`src/rtl/mem_port_arbiter_if.sv`:
```
// Bundle of the fetch, data and memory-side signals of the shared memory-port arbiter.
// master = the arbiter itself; slave = the requesters plus the backing memory.
interface mem_port_arbiter_if #(
  parameter int ADDR_W = 32,
  parameter int DATA_W = 32,
  parameter int CNT_W  = 16
);
  logic              i_req;
  logic [ADDR_W-1:0] i_addr;
  logic              i_ack;
  logic [DATA_W-1:0] i_rdata;

  logic              d_req;
  logic              d_we;
  logic [ADDR_W-1:0] d_addr;
  logic [DATA_W-1:0] d_wdata;
  logic              d_ack;
  logic [DATA_W-1:0] d_rdata;

  logic              err;

  logic              mem_req;
  logic              mem_we;
  logic [ADDR_W-1:0] mem_addr;
  logic [DATA_W-1:0] mem_wdata;
  logic              mem_ready;
  logic [DATA_W-1:0] mem_rdata;

  logic              stall_if;
  logic              stall_mem;
  logic [CNT_W-1:0]  i_grants;
  logic [CNT_W-1:0]  d_grants;

  modport master (
    input  i_req, i_addr, d_req, d_we, d_addr, d_wdata, mem_ready, mem_rdata,
    output i_ack, i_rdata, d_ack, d_rdata, err,
           mem_req, mem_we, mem_addr, mem_wdata,
           stall_if, stall_mem, i_grants, d_grants
  );

  modport slave (
    output i_req, i_addr, d_req, d_we, d_addr, d_wdata, mem_ready, mem_rdata,
    input  i_ack, i_rdata, d_ack, d_rdata, err,
           mem_req, mem_we, mem_addr, mem_wdata,
           stall_if, stall_mem, i_grants, d_grants
  );
endinterface

```
`src/rtl/mem_port_arbiter.sv`:
```
// Shares one backing-memory port between fetch (I) and memory-stage (D) requesters.
// D has priority; a saturating wait counter lets a starved I request win, and BUSY times out.
module mem_port_arbiter #(
  parameter int ADDR_W     = 32,
  parameter int DATA_W     = 32,
  parameter int STARVE_MAX = 4,
  parameter int TIMEOUT    = 64,
  parameter int CNT_W      = 16
) (
  input  logic                clk,
  input  logic                rst_n,
  mem_port_arbiter_if.master  bus
);

  localparam int SC_W = $clog2(STARVE_MAX + 1);
  localparam int TC_W = $clog2(TIMEOUT);

  typedef enum logic [1:0] {S_IDLE, S_BUSY, S_RESP} state_t;
  typedef enum logic {OWN_I, OWN_D} owner_t;

  state_t            r_state;
  owner_t            r_owner;
  logic [SC_W-1:0]   r_starve_cnt;
  logic [TC_W-1:0]   r_tmo_cnt;
  logic              r_mem_req;
  logic              r_mem_we;
  logic [ADDR_W-1:0] r_mem_addr;
  logic [DATA_W-1:0] r_mem_wdata;
  logic              r_i_ack;
  logic              r_d_ack;
  logic              r_err;
  logic [DATA_W-1:0] r_i_rdata;
  logic [DATA_W-1:0] r_d_rdata;
  logic [CNT_W-1:0]  r_i_grants;
  logic [CNT_W-1:0]  r_d_grants;

  logic              w_i_starved;
  logic              w_grant_d;
  logic              w_grant_i;
  logic              w_i_in_service;
  logic              w_tmo_hit;
  logic              w_done;
  logic [DATA_W-1:0] w_resp_data;

  assign w_i_starved    = bus.i_req && (r_starve_cnt >= SC_W'(STARVE_MAX));
  assign w_grant_d      = (r_state == S_IDLE) && bus.d_req && !w_i_starved;
  assign w_grant_i      = (r_state == S_IDLE) && bus.i_req && !w_grant_d;
  // An I request that is already being served is not waiting, so it must not accrue priority.
  assign w_i_in_service = (r_state != S_IDLE) && (r_owner == OWN_I);

  assign w_tmo_hit   = (r_tmo_cnt == TC_W'(TIMEOUT - 1));
  assign w_done      = bus.mem_ready || w_tmo_hit;
  assign w_resp_data = bus.mem_ready ? bus.mem_rdata : '0;

  always_ff @(posedge clk) begin
    // NOTE: payload and read-data registers are reset too, so a reset mid-transaction
    // leaves no stale request, ack or data behind.
    if (!rst_n) begin
      r_state      <= S_IDLE;
      r_owner      <= OWN_I;
      r_starve_cnt <= '0;
      r_tmo_cnt    <= '0;
      r_mem_req    <= 1'b0;
      r_mem_we     <= 1'b0;
      r_mem_addr   <= '0;
      r_mem_wdata  <= '0;
      r_i_ack      <= 1'b0;
      r_d_ack      <= 1'b0;
      r_err        <= 1'b0;
      r_i_rdata    <= '0;
      r_d_rdata    <= '0;
      r_i_grants   <= '0;
      r_d_grants   <= '0;
    end else begin
      if (!bus.i_req || w_grant_i) begin
        r_starve_cnt <= '0;
      end else if (!w_i_in_service && (r_starve_cnt < SC_W'(STARVE_MAX))) begin
        r_starve_cnt <= r_starve_cnt + 1'b1;
      end

      case (r_state)
        S_IDLE: begin
          if (w_grant_d) begin
            r_owner     <= OWN_D;
            r_mem_we    <= bus.d_we;
            r_mem_addr  <= bus.d_addr;
            r_mem_wdata <= bus.d_wdata;
            r_d_grants  <= r_d_grants + 1'b1;
            r_mem_req   <= 1'b1;
            r_tmo_cnt   <= '0;
            r_state     <= S_BUSY;
          end else if (w_grant_i) begin
            r_owner     <= OWN_I;
            r_mem_we    <= 1'b0;
            r_mem_addr  <= bus.i_addr;
            r_mem_wdata <= '0;
            r_i_grants  <= r_i_grants + 1'b1;
            r_mem_req   <= 1'b1;
            r_tmo_cnt   <= '0;
            r_state     <= S_BUSY;
          end
        end
        S_BUSY: begin
          if (w_done) begin
            r_mem_req <= 1'b0;
            r_err     <= !bus.mem_ready;
            r_state   <= S_RESP;
            if (r_owner == OWN_D) begin
              r_d_ack   <= 1'b1;
              r_d_rdata <= w_resp_data;
            end else begin
              r_i_ack   <= 1'b1;
              r_i_rdata <= w_resp_data;
            end
          end else begin
            r_tmo_cnt <= r_tmo_cnt + 1'b1;
          end
        end
        S_RESP: begin
          r_i_ack <= 1'b0;
          r_d_ack <= 1'b0;
          r_err   <= 1'b0;
          r_state <= S_IDLE;
        end
        default: r_state <= S_IDLE;
      endcase
    end
  end

  assign bus.mem_req   = r_mem_req;
  assign bus.mem_we    = r_mem_we;
  assign bus.mem_addr  = r_mem_addr;
  assign bus.mem_wdata = r_mem_wdata;
  assign bus.i_ack     = r_i_ack;
  assign bus.d_ack     = r_d_ack;
  assign bus.err       = r_err;
  assign bus.i_rdata   = r_i_rdata;
  assign bus.d_rdata   = r_d_rdata;
  assign bus.i_grants  = r_i_grants;
  assign bus.d_grants  = r_d_grants;
  assign bus.stall_if  = bus.i_req & ~r_i_ack;
  assign bus.stall_mem = bus.d_req & ~r_d_ack;

endmodule
```
`src/flat_wrapper.sv`:
```
// flat-port wrapper written by rule: the top's interface ports become plain ports
module mem_port_arbiter_flat 
#(
  parameter int ADDR_W     = 32,
  parameter int DATA_W     = 32,
  parameter int STARVE_MAX = 4,
  parameter int TIMEOUT    = 64,
  parameter int CNT_W      = 16
)
  (clk, rst_n, bus_i_req, bus_i_addr, bus_d_req, bus_d_we, bus_d_addr, bus_d_wdata, bus_mem_ready, bus_mem_rdata, bus_i_ack, bus_i_rdata, bus_d_ack, bus_d_rdata, bus_err, bus_mem_req, bus_mem_we, bus_mem_addr, bus_mem_wdata, bus_stall_if, bus_stall_mem, bus_i_grants, bus_d_grants);
  mem_port_arbiter_if #(.ADDR_W(ADDR_W), .DATA_W(DATA_W), .CNT_W(CNT_W)) bus_i ();
  input  logic clk;
  input  logic rst_n;
  input wire logic [$bits(bus_i.i_req)-1:0] bus_i_req;
  input wire logic [$bits(bus_i.i_addr)-1:0] bus_i_addr;
  input wire logic [$bits(bus_i.d_req)-1:0] bus_d_req;
  input wire logic [$bits(bus_i.d_we)-1:0] bus_d_we;
  input wire logic [$bits(bus_i.d_addr)-1:0] bus_d_addr;
  input wire logic [$bits(bus_i.d_wdata)-1:0] bus_d_wdata;
  input wire logic [$bits(bus_i.mem_ready)-1:0] bus_mem_ready;
  input wire logic [$bits(bus_i.mem_rdata)-1:0] bus_mem_rdata;
  output wire logic [$bits(bus_i.i_ack)-1:0] bus_i_ack;
  output wire logic [$bits(bus_i.i_rdata)-1:0] bus_i_rdata;
  output wire logic [$bits(bus_i.d_ack)-1:0] bus_d_ack;
  output wire logic [$bits(bus_i.d_rdata)-1:0] bus_d_rdata;
  output wire logic [$bits(bus_i.err)-1:0] bus_err;
  output wire logic [$bits(bus_i.mem_req)-1:0] bus_mem_req;
  output wire logic [$bits(bus_i.mem_we)-1:0] bus_mem_we;
  output wire logic [$bits(bus_i.mem_addr)-1:0] bus_mem_addr;
  output wire logic [$bits(bus_i.mem_wdata)-1:0] bus_mem_wdata;
  output wire logic [$bits(bus_i.stall_if)-1:0] bus_stall_if;
  output wire logic [$bits(bus_i.stall_mem)-1:0] bus_stall_mem;
  output wire logic [$bits(bus_i.i_grants)-1:0] bus_i_grants;
  output wire logic [$bits(bus_i.d_grants)-1:0] bus_d_grants;
  assign bus_i.i_req = bus_i_req;
  assign bus_i.i_addr = bus_i_addr;
  assign bus_i.d_req = bus_d_req;
  assign bus_i.d_we = bus_d_we;
  assign bus_i.d_addr = bus_d_addr;
  assign bus_i.d_wdata = bus_d_wdata;
  assign bus_i.mem_ready = bus_mem_ready;
  assign bus_i.mem_rdata = bus_mem_rdata;
  assign bus_i_ack = bus_i.i_ack;
  assign bus_i_rdata = bus_i.i_rdata;
  assign bus_d_ack = bus_i.d_ack;
  assign bus_d_rdata = bus_i.d_rdata;
  assign bus_err = bus_i.err;
  assign bus_mem_req = bus_i.mem_req;
  assign bus_mem_we = bus_i.mem_we;
  assign bus_mem_addr = bus_i.mem_addr;
  assign bus_mem_wdata = bus_i.mem_wdata;
  assign bus_stall_if = bus_i.stall_if;
  assign bus_stall_mem = bus_i.stall_mem;
  assign bus_i_grants = bus_i.i_grants;
  assign bus_d_grants = bus_i.d_grants;
  mem_port_arbiter #(.ADDR_W(ADDR_W), .DATA_W(DATA_W), .STARVE_MAX(STARVE_MAX), .TIMEOUT(TIMEOUT), .CNT_W(CNT_W)) u_core (.clk(clk), .rst_n(rst_n), .bus(bus_i));
endmodule
```
`config.mk`:
```
export PLATFORM = sky130hd
export DESIGN_NAME = mem_port_arbiter_flat
export DESIGN_NICKNAME = d
export VERILOG_FILES = /design/src/rtl/mem_port_arbiter_if.sv /design/src/rtl/mem_port_arbiter.sv /design/src/flat_wrapper.sv
export SDC_FILE = /design/constraint.sdc
export NUM_CORES = 1
export LEC_CHECK = 0
export BUFFER_PORTS_ARGS = -buffer_cell sky130_fd_sc_hd__buf_2
export CAP_MARGIN = 15
export CORE_UTILIZATION = 48
export DETAILED_ROUTE_END_ITERATION = 8
export PLACE_DENSITY = 0.77
export SLEW_MARGIN = 30
export SYNTH_ARGS = -nofsm -noshare
export SYNTH_HDL_FRONTEND = slang
export SYNTH_SLANG_ARGS = --single-unit
```
`constraint.sdc`:
```
create_clock -name clk -period 2.3 [get_ports clk]
set_clock_uncertainty 0.2 [all_clocks]
set_input_delay 0.115 -clock clk [delete_from_list [all_inputs] [get_ports clk]]
set_output_delay 0.115 -clock clk [all_outputs]
set_load 0.1 [all_outputs]
```
==> results.json <==
{
  "antenna_found_initial": 0,
  "worstSkewPairLatency_ns": 0.41,
  "synthAdderAreaFrac_pct": 1.420,
  "critical_path.slowest_cell": "sky130_fd_sc_hd__or4_1",
  "die_width_um": 123.2,
  "path_clk_slew_ns": 0.07,
  "static-leakage-power_nw": 4.725,
  "netlist.top_cell.by_area": "sky130_fd_sc_hd__dfxtp_1",
  "synth-warning-count": 0,
  "flow.area_growth_from_synthesis_pct": 52.09,
  "clk_root_buffer_cell": "sky130_fd_sc_hd__clkbuf_16",
  "synth_simple_gate_area_share_pct": 17.50,
  "tritoncts": "done",
  "insertedDiodeCount": 0,
  "cts-root-to-sink-buffers": 2,
  "most-common-layout-cells": "300 x sky130_fd_sc_hd__buf_2, 161 x sky130_fd_sc_hd__dfxtp_1, 131 x sky130_fd_sc_hd__dlygate4sd3_1, 87 x sky130_fd_sc_hd__nor2_1",
  "vias_in_the_first_global_route": 6987,
  "synth_seq_cells": 177,
  "synth.mux.area_fraction_pct": 5.111,
  "parity_gate_share_of_the_synthesized_area_counting_xor_and_xnor_cells_pct": 1.739,
  "h-tree-depth": 4,
  "syn_area_mm2": 0.007051,
  "crit_type": "reg -> reg",
  "post-cts-setup-buffer-count": 0,
  "grt_util_all_layers_pct": 28.53,
  "mean_post_synth_cell_area_um2": 9.277,
  "avgViaCountPerCell": 5.517,
  "worst_slew_pin_slew_ns": 0.6254,
  "syn_nets": 902,
  "n_fill_cell": 995,
  "synth_area_leaders": "sky130_fd_sc_hd__dfxtp_1 50%, sky130_fd_sc_hd__mux2i_1 5.1%, sky130_fd_sc_hd__nor2_1 4.8%",
  "synth_compound_gate_area_share_pct": 19.63,
  "postRouteWirelength_um": 22590,
  "synthDistinctLibCells": 47,
  "grt_max_degree": 87,
  "numClockSinks": 177,
  "path_cells": "inv_1 > ha_2 > nand2_2 > or3_1 > or4_1 > a21oi_1",
  "rsz0062_at_grt": "no",
  "die-area_mm2": 0.01518,
  "num_vias": 7509,
  "share_of_yosys_cell_area_claimed_by_the_top_area_cell_type_pct": 50.26,
  "critPathArrivalTime_ns": 2.33,
  "slew_violations": 0,
  "drive_gt1_share_pct": 32.43,
  "synth-edff-count": 0,
  "placementRows": 43,
  "drtPass1Iterations": 5,
  "power.density_mw_per_mm2": 855.2,
  "die_height_um": 123.2,
  "layout_commonest_cell": "sky130_fd_sc_hd__buf_2",
  "critPathMaxStageDelay_ns": 0.54,
  "drt_iter0_drc": 571,
  "hold_viol": 0,
  "ys_dominant_reg_cell": "sky130_fd_sc_hd__dfxtp_1",
  "detailed_place_hpwl_um": 13440,
  "sequential_cell_area_mm2": 0.003568,
  "fin_hold_ws_ns": 0.01276,
  "design.portCount": 301,
  "ir_drop_worst_case_vdd_v": 0.0004924,
  "fin_nets": 1311,
  "worst-path-max-fanout": 8,
  "wire_per_inst_um": 16.60,
  "max_cap_viol_count": 0,
  "critical_path.startpoint_type": "flip-flop",
  "postSynthCellCount": 760,
  "proportion_of_synthesized_chip_area_in_sequential_cells_pct": 50.26,
  "max_clock_freq_ghz": 0.4574,
  "fin_setup_tns_ns": 0,
  "floorplan.initialDensity_pct": 50.02,
  "route.detailed.drc": 0,
  "worst-endpoint-required_ns": 2.44,
  "grt_pass1_wl_um": 33980,
  "worst_slew_margin_rel_pct": 58.30,
  "final_min_period_over_clock_period_pct": 95.05,
  "final_period_minus_worst_setup_slack_ns": 2.186,
  "class_of_the_worst_hold_path": "in -> reg",
  "setup_viol": 0,
  "overflow": 0,
  "detail-route-antenna-nets": 0,
  "main_combinational_cell_family_by_area_after_synthesis": "compound AO/OA/AOI/OAI gates",
  "cts_buffers": 17,
  "critical_path.endpoint_type": "flip-flop",
  "gpl.final_weighted_congestion": 0.7986,
  "io_buffer_count": 300,
  "multiInputGateArea_mm2": 0.003234,
  "run_status": "completed",
  "async_reset_ff_share_pct": 0,
  "core_mm2": 0.01410
}
## Yosys cell counts, types with 7 or more instances
cell / count
sky130_fd_sc_hd__a21oi_1: 26
sky130_fd_sc_hd__ha_1: 8
sky130_fd_sc_hd__a32o_1: 32
sky130_fd_sc_hd__o31ai_1: 10
sky130_fd_sc_hd__a22oi_1: 33
sky130_fd_sc_hd__nand3_1: 14
sky130_fd_sc_hd__nor2_1: 90
sky130_fd_sc_hd__a211oi_1: 33
sky130_fd_sc_hd__clkbuf_1: 52
sky130_fd_sc_hd__dfxtp_1: 177
sky130_fd_sc_hd__nand4_1: 41
sky130_fd_sc_hd__inv_1: 9
sky130_fd_sc_hd__buf_2: 7
sky130_fd_sc_hd__or4_1: 11
sky130_fd_sc_hd__or3_1: 9
sky130_fd_sc_hd__xnor2_1: 9
sky130_fd_sc_hd__o21ai_0: 50
sky130_fd_sc_hd__mux2i_1: 36
sky130_fd_sc_hd__nor2b_1: 8
sky130_fd_sc_hd__nand2_1: 50
## cells by family after synthesis
group / count (synthesis)
flip-flops: 177
buffers and inverters: 76
AND/OR/NAND/NOR: 250
adder cells (fa/ha/maj): 8
XOR/XNOR: 14
AO/OA/AOI/OAI: 199
multiplexers: 36
## per-layer routing
metal	vias to the layer above	share of wire, %	GRT usage (%)
met5	-	0	0
met4	0	2.8	12.65
li1	3617	-	-
met3	52	7.9	8.349
met1	3511	40	31.88
met2	329	49	50.00
## path summary, 6_finish.rpt
check / start / to / slack [ns] / cells after the start
worst max-delay path: u_core.r_state[1]$_SDFFE_PN0P_ / u_core.bus.d_grants[12]$_SDFFE_PN0P_ / 0.11 / 6
worst min-delay path: rst_n / u_core.bus.i_rdata[10]$_SDFFE_PN0P_ / 0.01 / 4
worst max register to register: u_core.r_state[1]$_SDFFE_PN0P_ / u_core.bus.d_grants[12]$_SDFFE_PN0P_ / 0.11 / 6
worst min register to register: u_core.bus.i_rdata[10]$_SDFFE_PN0P_ / u_core.bus.i_rdata[10]$_SDFFE_PN0P_ / 0.25 / 2
## state kept, by name (all words and copies together) (netlist names)
signal                cells
u_core.bus.d_ack          1
u_core.bus.d_grants      16
u_core.bus.d_rdata       32
u_core.bus.err            1
u_core.bus.i_ack          1
u_core.bus.i_grants      16
u_core.bus.i_rdata       32
u_core.bus.mem_addr      32
u_core.bus.mem_req        1
u_core.bus.mem_wdata     32
u_core.bus.mem_we         1
u_core.r_owner            1
u_core.r_starve_cnt       3
u_core.r_state            2
u_core.r_tmo_cnt          6
## stage by stage
stage / setup slack (ns) / std cells / instance area (µm²) / power, W / util (%)
2_1_floorplan: 0.005048 / 760 / 7081 / 0.005671 / -
3_3_place_gp: 0.1681 / 1199 / 8853 / 0.006252 / 62.81
3_5_place_dp: 0.1177 / 1199 / 8853 / 0.006278 / 62.81
4_1_cts: 0.08948 / 1361 / 10720 / 0.009165 / 76.05
5_1_grt: 0.001992 / 1361 / 10720 / 0.009518 / 76.07
6_report: 0.1138 / 1361 / 10720 / 0.009170 / 76.07
## timing repair
item / CTS / global route
endpoints found under the hold margin: 135 / 0
hold buffers: 131 / 0
resized for setup: 0 / 1
setup endpoints to repair: 0 / 7
## layout make-up
type	count	area share (%)
well taps	180	2.100
multi-input cells	507	30.16
flip-flops and latches	177	33.28
repair buffers	456	28.91
clock buffers	23	4.457
clock inverters	8	0.7235
inverters	10	0.3617
## report_power, final
part	total (W)	internal [W]	switching (W)	leakage, nW
combinational	0.00302	0.000744	0.00227	3.01
sequential	0.00341	0.00329	0.000124	1.45
clock	0.00274	0.00157	0.00117	0.266
total	0.00917	0.00560	0.00357	4.72
## critical path: cells and delay by family, from the launching register on
family / cells / cell delay, ns
simple gates: 3 / 1.09
flops: 1 / 0.31
fa+ha+maj: 1 / 0.25
compound gates: 1 / 0.15
buf+inv: 1 / 0.11
(Power assumes the default switching activity.)
